## src/rtl/imm_gen_pkg.sv

```systemverilog
// rtl/imm_gen_pkg.sv - opcode constants, immediate-format tags and pipe state encoding
package imm_gen_pkg;

  localparam logic [6:0] OPC_LOAD   = 7'b0000011;
  localparam logic [6:0] OPC_OP_IMM = 7'b0010011;
  localparam logic [6:0] OPC_AUIPC  = 7'b0010111;
  localparam logic [6:0] OPC_STORE  = 7'b0100011;
  localparam logic [6:0] OPC_OP     = 7'b0110011;
  localparam logic [6:0] OPC_LUI    = 7'b0110111;
  localparam logic [6:0] OPC_BRANCH = 7'b1100011;
  localparam logic [6:0] OPC_JALR   = 7'b1100111;
  localparam logic [6:0] OPC_JAL    = 7'b1101111;
  localparam logic [6:0] OPC_SYSTEM = 7'b1110011;

  typedef enum logic [2:0] {
    IMM_NONE = 3'd0,
    IMM_I    = 3'd1,
    IMM_S    = 3'd2,
    IMM_B    = 3'd3,
    IMM_U    = 3'd4,
    IMM_J    = 3'd5,
    IMM_ZIMM = 3'd6
  } imm_type_e;

  // EMPTY: nothing presented; ONE: output register valid; TWO: output and skid valid
  typedef enum logic [1:0] {
    ST_EMPTY = 2'd0,
    ST_ONE   = 2'd1,
    ST_TWO   = 2'd2
  } state_e;

endpackage

```

## src/rtl/imm_gen_decode.sv

```systemverilog
// rtl/imm_gen_decode.sv - combinational instruction to {imm, tag, illegal}; CSR zimm under IMM_GEN_ZIMM_EN
module imm_gen_decode
  import imm_gen_pkg::*;
#(
  parameter int XLEN = 32
) (
  input  logic [31:0]     instruction,
  output logic [XLEN-1:0] imm,
  output imm_type_e       imm_type,
  output logic            illegal
);

  logic [31:0] imm32;

  // Build the 32-bit immediate already sign-extended within 32 bits (zimm has bit 31 clear)
  always_comb begin
    imm32    = '0;
    imm_type = IMM_NONE;
    illegal  = 1'b0;
    case (instruction[6:0])
      OPC_OP_IMM, OPC_LOAD, OPC_JALR: begin
        imm32    = {{20{instruction[31]}}, instruction[31:20]};
        imm_type = IMM_I;
      end
      OPC_STORE: begin
        imm32    = {{20{instruction[31]}}, instruction[31:25], instruction[11:7]};
        imm_type = IMM_S;
      end
      OPC_BRANCH: begin
        imm32    = {{19{instruction[31]}}, instruction[31], instruction[7],
                    instruction[30:25], instruction[11:8], 1'b0};
        imm_type = IMM_B;
      end
      OPC_LUI, OPC_AUIPC: begin
        imm32    = {instruction[31:12], 12'h000};
        imm_type = IMM_U;
      end
      OPC_JAL: begin
        imm32    = {{11{instruction[31]}}, instruction[31], instruction[19:12],
                    instruction[20], instruction[30:21], 1'b0};
        imm_type = IMM_J;
      end
      OPC_OP: begin
        imm32 = '0;
      end
      OPC_SYSTEM: begin
`ifdef IMM_GEN_ZIMM_EN
        if (instruction[14]) begin
          imm32    = {27'd0, instruction[19:15]};
          imm_type = IMM_ZIMM;
        end
`else
        imm32 = '0;
`endif
      end
      default: begin
        illegal = 1'b1;
      end
    endcase
  end

  // Widen to XLEN by replicating bit 31; zimm stays zero-extended since its bit 31 is 0
  always_comb begin
    imm       = {XLEN{imm32[31]}};
    imm[31:0] = imm32;
  end

endmodule

```

## src/rtl/imm_gen_pipe.sv

```systemverilog
// rtl/imm_gen_pipe.sv - registered immediate generator with two-entry skid buffer; optional IMM_GEN_ZIMM_EN
module imm_gen_pipe
  import imm_gen_pkg::*;
#(
  parameter int XLEN  = 32,
  parameter int CNT_W = 8
) (
  input  logic             clk,
  input  logic             rst_n,
  input  logic             flush,
  input  logic             in_valid,
  output logic             in_ready,
  input  logic [31:0]      instruction,
  output logic             out_valid,
  input  logic             out_ready,
  output logic [31:0]      instr_out,
  output logic [XLEN-1:0]  imm_out,
  output logic [2:0]       imm_type,
  output logic             illegal,
  output logic [CNT_W-1:0] ill_count
);

  logic [XLEN-1:0] dec_imm;
  imm_type_e       dec_type;
  logic            dec_illegal;

  state_e          state;
  imm_type_e       out_type;
  logic [31:0]     skid_instr;
  logic [XLEN-1:0] skid_imm;
  imm_type_e       skid_type;
  logic            skid_illegal;

  logic accept;
  logic drain;

  imm_gen_decode #(.XLEN(XLEN)) u_decode (
    .instruction (instruction),
    .imm         (dec_imm),
    .imm_type    (dec_type),
    .illegal     (dec_illegal)
  );

  // A flushed cycle never accepts, so it neither stores nor counts
  assign accept   = in_valid && in_ready && !flush;
  assign drain    = out_valid && out_ready;
  assign imm_type = out_type;

  // Occupancy FSM with registered handshake outputs and the saturating illegal counter
  always_ff @(posedge clk) begin
    if (!rst_n) begin
      state        <= ST_EMPTY;
      out_valid    <= 1'b0;
      in_ready     <= 1'b1;
      instr_out    <= '0;
      imm_out      <= '0;
      out_type     <= IMM_NONE;
      illegal      <= 1'b0;
      skid_instr   <= '0;
      skid_imm     <= '0;
      skid_type    <= IMM_NONE;
      skid_illegal <= 1'b0;
      ill_count    <= '0;
    end else begin
      if (accept && dec_illegal && (ill_count != {CNT_W{1'b1}})) begin
        ill_count <= ill_count + CNT_W'(1);
      end
      if (flush) begin
        state     <= ST_EMPTY;
        out_valid <= 1'b0;
        in_ready  <= 1'b1;
      end else begin
        case (state)
          ST_EMPTY: begin
            if (accept) begin
              instr_out <= instruction;
              imm_out   <= dec_imm;
              out_type  <= dec_type;
              illegal   <= dec_illegal;
              out_valid <= 1'b1;
              state     <= ST_ONE;
            end
          end
          ST_ONE: begin
            if (accept && !drain) begin
              skid_instr   <= instruction;
              skid_imm     <= dec_imm;
              skid_type    <= dec_type;
              skid_illegal <= dec_illegal;
              in_ready     <= 1'b0;
              state        <= ST_TWO;
            end else if (drain && !accept) begin
              out_valid <= 1'b0;
              state     <= ST_EMPTY;
            end else if (accept && drain) begin
              instr_out <= instruction;
              imm_out   <= dec_imm;
              out_type  <= dec_type;
              illegal   <= dec_illegal;
            end
          end
          ST_TWO: begin
            if (drain) begin
              instr_out <= skid_instr;
              imm_out   <= skid_imm;
              out_type  <= skid_type;
              illegal   <= skid_illegal;
              in_ready  <= 1'b1;
              state     <= ST_ONE;
            end
          end
          default: begin
            state     <= ST_EMPTY;
            out_valid <= 1'b0;
            in_ready  <= 1'b1;
          end
        endcase
      end
    end
  end

endmodule

```

## config.mk

```make
export PLATFORM = sky130hd
export DESIGN_NAME = imm_gen_pipe
export DESIGN_NICKNAME = d
export VERILOG_FILES = /design/src/rtl/imm_gen_pkg.sv /design/src/rtl/imm_gen_decode.sv /design/src/rtl/imm_gen_pipe.sv
export SDC_FILE = /design/constraint.sdc
export NUM_CORES = 1
export LEC_CHECK = 0
export ABC_AREA = 1
export BUFFER_PORTS_ARGS = -buffer_cell sky130_fd_sc_hd__buf_4
export CORE_ASPECT_RATIO = 0.9
export CORE_MARGIN = 4
export CORE_UTILIZATION = 30
export CTS_CLUSTER_SIZE = 10
export DETAILED_ROUTE_END_ITERATION = 8
export SLEW_MARGIN = 20
export SYNTH_ARGS = -nofsm -noshare
export SYNTH_HDL_FRONTEND = slang
export SYNTH_SLANG_ARGS = --single-unit
export TNS_END_PERCENT = 10
```

## constraint.sdc

```tcl
create_clock -name clk -period 1.8 [get_ports clk]
set_input_delay 0.36 -clock clk [delete_from_list [all_inputs] [get_ports clk]]
set_output_delay 0.36 -clock clk [all_outputs]
set_load 0.03 [all_outputs]
```

**Word-level counts from Yosys, hierarchy flattened**

Index checks and enable logic that the tools add are counted.

- Memories kept: 0
- Output and inout bits: 78
- Flip-flop bits (word level): 148
- Memory bits (writable): 0
- Latch bits: 0
- Memory bits (read-only): 0
- Bits of input ports: 37
- Word-level logic and storage cells: 99

- Reduce and logical (&&, ||, !) cells: 22
- Shift-type cells: 0
- Bitwise gates (word level): 4
- Add/subtract/negate cells: 1
- Magnitude comparators: 0
- Multiplexer cells: 39
- Div/mod/pow operators: 0
- Multiply operators: 0
- Eq/ne operators: 21

Operator list:

| kind | number |
|---|---|
| $mux W32 | 10 |
| $pmux W32 S3 | 2 |
| $pmux W32 S5 | 1 |
| $eq A7 B7 Y1 const B | 4 |
| $eq A7 B6 Y1 const B | 3 |
| $mux W3 | 5 |
| $pmux W3 S5 | 1 |
| $eq A7 B5 Y1 const B | 2 |
| $ne A2 B2 Y1 const B | 7 |
| $mux W1 | 11 |
| $reduce_or A10 Y1 | 1 |
| $pmux W1 S3 | 3 |
| $pmux W3 S3 | 1 |
| $reduce_and A3 Y1 | 3 |
| $add A8 B1 Y8 const B | 1 |
| $logic_and A1 B1 Y1 | 8 |
| $mux W2 | 4 |
| $ne A8 B8 Y1 const B | 1 |
| $eq A7 B2 Y1 const B | 1 |
| $reduce_and A7 Y1 | 1 |
| $pmux W2 S3 | 1 |
| $not A1 Y1 | 4 |
| $reduce_and A4 Y1 | 1 |
| $reduce_or A2 Y1 | 2 |
| 7 further kinds | 9 |

**Logic depth before layout (Yosys ltp)**

- Depth after elaboration: 7
- Mapped depth: 13
- Depth with buffers taken out: 11

**By module**

A second synthesis with hierarchy kept.

- Cell total of the unflattened synthesis: 1155
- Area, all modules: 7443.4 um^2

By module, submodules not included:

| module | area each (um^2) | seq. area each (um^2) | instances | cells an instance |
|---|---|---|---|---|
| imm_gen_pipe | 6785.3 | 2962.8 | 1 | 1024 |
| imm_gen_decode | 658.1 | 0.0 | 1 | 131 |

**Worst setup path before layout**

OpenSTA, ideal clock, no wires.

- Kind: register -> register
- Start: register in_ready
- End: register imm_out[20]
- Clock period less this slack: 1942 ps
- Slack: -142 ps
- Arrival: 1822 ps
- Setup time: 120 ps
- Stages on the path, launching flop included: 13
- Data required time: 1680 ps
- Path buffers: 2
- Path through: dfxtp_1 > nand3_2 > inv_1 > ha_1 > inv_1 > o21ai_0 > nand2_1 > nor2_4 > inv_2 > buf_6 > buf_4 > nor2_1 > a21oi_1

- Cells in the longest elaborated chain, start to end: 6
- Elaborated cells between the ends (all ways): 11
- Classes of those cells: eq/ne (4); reduce/logical (7)

Ends and longest elaborated chain:

| item | line | RTL |
|---|---|---|
| start: declaration | imm_gen_pipe.sv:12 | `output logic in_ready,` |
| start signal: assignment | imm_gen_pipe.sv:54 | `in_ready <= 1'b1;` |
| start signal: assignment | imm_gen_pipe.sv:71 | `in_ready <= 1'b1;` |
| start signal: assignment | imm_gen_pipe.sv:90 | `in_ready <= 1'b0;` |
| $logic_and A1 B1 Y1 * (2 in series) | imm_gen_pipe.sv:45 | `assign accept = in_valid && in_ready && !flush;` |
| $logic_not A1 Y1 | imm_gen_pipe.sv:92 | `end else if (drain && !accept) begin` |
| $logic_and A1 B1 Y1 | imm_gen_pipe.sv:92 |  |
| $ne A2 B2 Y1 (no line) | -- |  |
| $reduce_and A7 Y1 (no line) * | -- |  |
| end signal: assignment | imm_gen_pipe.sv:77 | `imm_out <= dec_imm;` |
| end signal: assignment | imm_gen_pipe.sv:97 | `imm_out <= dec_imm;` |
| end signal: assignment | imm_gen_pipe.sv:105 | `imm_out <= skid_imm;` |
| end: declaration | imm_gen_pipe.sv:17 | `output logic [XLEN-1:0] imm_out,` |

Every way passes the cells marked *; elsewhere a longest branch is shown, timed or not.
A chain may end at the register's enable or synchronous reset.

**Worst setup path after layout**

- Start: register out_valid
- End: register out_type[0], in the netlist imm_type[0]

- Cells in the longest elaborated chain, start to end: 5
- Elaborated cells between the ends (all ways): 10
- Classes of those cells: eq/ne (4); reduce/logical (6)

Ends and longest elaborated chain:

| item | line | RTL |
|---|---|---|
| start: declaration | imm_gen_pipe.sv:14 | `output logic out_valid,` |
| start signal: assignment | imm_gen_pipe.sv:53 | `out_valid <= 1'b0;` |
| start signal: assignment | imm_gen_pipe.sv:70 | `out_valid <= 1'b0;` |
| start signal: assignment | imm_gen_pipe.sv:80 | `out_valid <= 1'b1;` |
| $logic_and A1 B1 Y1 * | imm_gen_pipe.sv:46 | `assign drain = out_valid && out_ready;` |
| $logic_not A1 Y1 | imm_gen_pipe.sv:85 | `if (accept && !drain) begin` |
| $logic_and A1 B1 Y1 | imm_gen_pipe.sv:85 |  |
| $ne A2 B2 Y1 (no line) | -- |  |
| $reduce_and A7 Y1 (no line) * | -- |  |
| end signal: assignment | imm_gen_pipe.sv:78 | `out_type <= dec_type;` |
| end signal: assignment | imm_gen_pipe.sv:98 | `out_type <= dec_type;` |
| end signal: assignment | imm_gen_pipe.sv:106 | `out_type <= skid_type;` |
| end: declaration | imm_gen_pipe.sv:28 | `imm_type_e out_type;` |

Marked as above.

==> flow_metrics.tcl <==
set metrics [dict create \
    synth_top_cell_area_share 0.435 \
    clk_pin_slew_ns 0.06 \
    drtIter0Drc 444 \
    gp_congestion 0.806 \
    drt_wl_total_mm 21.2 \
    mostFrequentLayoutCells "175 x nand2_1, 158 x buf_4, 150 x nor2_1, 145 x o21ai_0, 145 x dfxtp_1" \
    power.total_mw 8.35 \
    critPathArrivalTime_ns 2.10 \
    crit_family "buffers and inverters" \
    die_h_microns 151 \
    antenna_cells 0 \
    dr_total_vias 6821 \
    synth_area_leaders "dfxtp_1 43%, o21ai_0 11%, nand2_1 9.6%, nor2_1 9.6%, a21oi_1 7.1%" \
    htreeDepth 4 \
    ys_ff_latch 148 \
    setup_violations 0 \
    crit_chain "nand2_1, buf_4, ha_1, nand2_2, nand3_2, nor2_4, buf_12, buf_12, clkbuf_16, o21ai_0, a21oi_1" \
    design_area_sq_mm 0.00913 \
    crit_buf_inv 4 \
    start_kind "register" \
    clock-sinks 148 \
    ctsHoldBuffers 0 \
    worstPathRequired_ns 2.16 \
    synth_area_leader_cell "dfxtp_1" \
    synth_fp_nets 1043 \
    grt_max_degree 78 \
    yosysWarnings 0 \
    hold_viol_final 0 \
    synthDistinctLibCells 28 \
    track_usage 0.161 \
    final_nets 1174 \
    start_util 0.304 \
    port_buffers 114 \
    hold_path.class "input pin to register" \
    slowest_stage "dfxtp_2" \
    clk_latency_ns 0.43 \
    wl_per_cell_microns 14.7 \
    irDropWorstVdd_mv 0.510 \
    dp.cells 1398 \
    status "finished clean" \
    layout-drive-gt1-share 0.219 \
    root_buffer "clkbuf_16" \
    cts_tree "done" \
    ctsLongestPathBuffers 2 \
    pin_count 115 \
    place_area_sq_mm 0.00819 \
    relSlewSlack 0.750 \
    synth.cell_area_sq_mm 0.00681 \
    ys_seq_area_frac 0.435 \
    synthXorXnorAreaFrac 0.00643 \
    stdcell_count 1442 \
    rows 52 \
    finalCritPeriodShare 0.966 \
    rsz0062_at_grt "yes" \
    first_global_vias 6121 \
    fmax_mhz 575 \
    die_area_sq_mm 0.0252 \
    drtAntennaViolNets 0 \
    areaGrowthSynthToFinish_pct 34.0 \
    synth_top_family_by_area "simple AND/OR/NAND/NOR gates" \
    avgViaCountPerCell 4.73 \
    end_kind "register" \
    maxCapViolCount 0 \
    tns_ns 0 \
    hpwlAfterDp_mm 13.9 \
    cpMostUsedCell "buf_12" \
    mostFrequentLayoutCell "nand2_1" \
    synth_mux_area_frac 0 \
    first_pass_iters 5 \
    p_per_area_mw_per_mm2 915 \
    synthSimpleGateAreaFrac 0.247 \
    drv_slew 0 \
    critPathMaxStageDelay_ns 0.35 \
    worst_pin_slew_ns 0.375 \
    grt_pass1_wl_mm 32.4 \
    grt_antenna_before_repair 0 \
    min_period_ns 1.74 \
    crit_type "register to register" \
    synth_compound_area_frac 0.199 \
    drc 0 \
    finClkSkew_ns 0.00857 \
    core-area_sq_mm 0.0224 \
    cts_buffers 17 \
    syn_inst 1002 \
    dieWidth_microns 167 \
    leakagePower_nw 4.25 \
    grt_remaining_overflow 0 \
    crit_fanout 5 \
    synth-adder-area-share 0.00735 \
    avgSynthCellArea_sq_um 6.80 \
]
[metal layers]
metal  part of all wire  wire [microns]  track usage
met5                  0               0            0
met4              0.017             359       0.0569
met3              0.068            1430       0.0517
met2               0.44            9340        0.243
met1               0.47           10100        0.218
[cell usage after synthesis]
library cell	instances
nand2_1	175
nor2_1	174
o21ai_0	151
dfxtp_1	148
inv_1	102
a21oi_1	97
nand3_1	46
clkbuf_1	32
buf_2	20
o211a_1	6
o21ai_1	6
buf_4	5
buf_6	5
ha_1	4
inv_2	4
nand2_2	4
nor2_4	4
nand3_2	3
xnor2_1	3
buf_1	2
nor2_2	2
nor3_1	2
xor2_1	2
a221o_1	1
a31oi_1	1
nand2_4	1
nand4_1	1
o31ai_1	1
[metrics by stage]
stage	utilization	worst slack (ns)	hold WS, ns
floorplan	-	0.0394	0.425
global placement	0.366	-0.237	0.432
detailed placement	0.366	-0.222	0.437
CTS	0.397	0.00930	0.170
global route	0.408	-0.0417	0.179
finish	0.408	0.0614	0.180
[registers in the layout, summed over array words and instances, names as in the netlist]
signal and cells:
skid_imm 32, imm_out 32, ill_count 8, in_ready 1, instr_out 32, out_valid 1, skid_type 3, skid_instr 32
imm_type 3, skid_illegal 1, state 2, illegal 1
[layout make-up]
class                   instances  area, sq um
fillers                      2346        13300
multi-input cells             684         3200
flip-flops and latches        148         2970
repair buffers                176         1560
clock buffers                  20          447
inverters                     106          413
well taps                     297          372
clock inverters                11          176
[cells by family (layout without fill, tap and decap cells)]
group | Yosys count | in the layout
xor+xnor | 5 | 5
flops | 148 | 148
compound gates | 263 | 263
fa+ha+maj | 4 | 4
buf+inv | 170 | 313
simple gates | 412 | 412
[tightest hold or removal path: cells and delay by family]
kind | cells | cell delay (ns)
and+or+nand+nor | 2 | 0.12
buffers and inverters | 1 | 0.09
[power by group]
group | internal [mW] | total [mW] | switching, mW
Sequential | 3.40 | 3.47 | 0.0712
Combinational | 0.419 | 1.08 | 0.664
Clock | 2.36 | 3.80 | 1.44
[final timing paths]
kind | start | endpoint | cells after the start | slack, ns
max | out_valid$_SDFFE_PP0P_ | imm_type[0]$_SDFFE_PN0P_ | 11 | 0.06
min | instruction[13] | skid_instr[13]$_SDFFE_PN0P_ | 3 | 0.18
max reg2reg | out_valid$_SDFFE_PP0P_ | imm_type[0]$_SDFFE_PN0P_ | 11 | 0.06
min reg2reg | skid_instr[25]$_SDFFE_PN0P_ | skid_instr[25]$_SDFFE_PN0P_ | 2 | 0.45
[timing repair]
item,in CTS,in global routing
setup endpoints to repair,2,105
buffers inserted,3,3
pin swaps,2,12
resized for setup,1,41
gates cloned,1,7
Note: power is estimated with default switching activity, not from simulation.
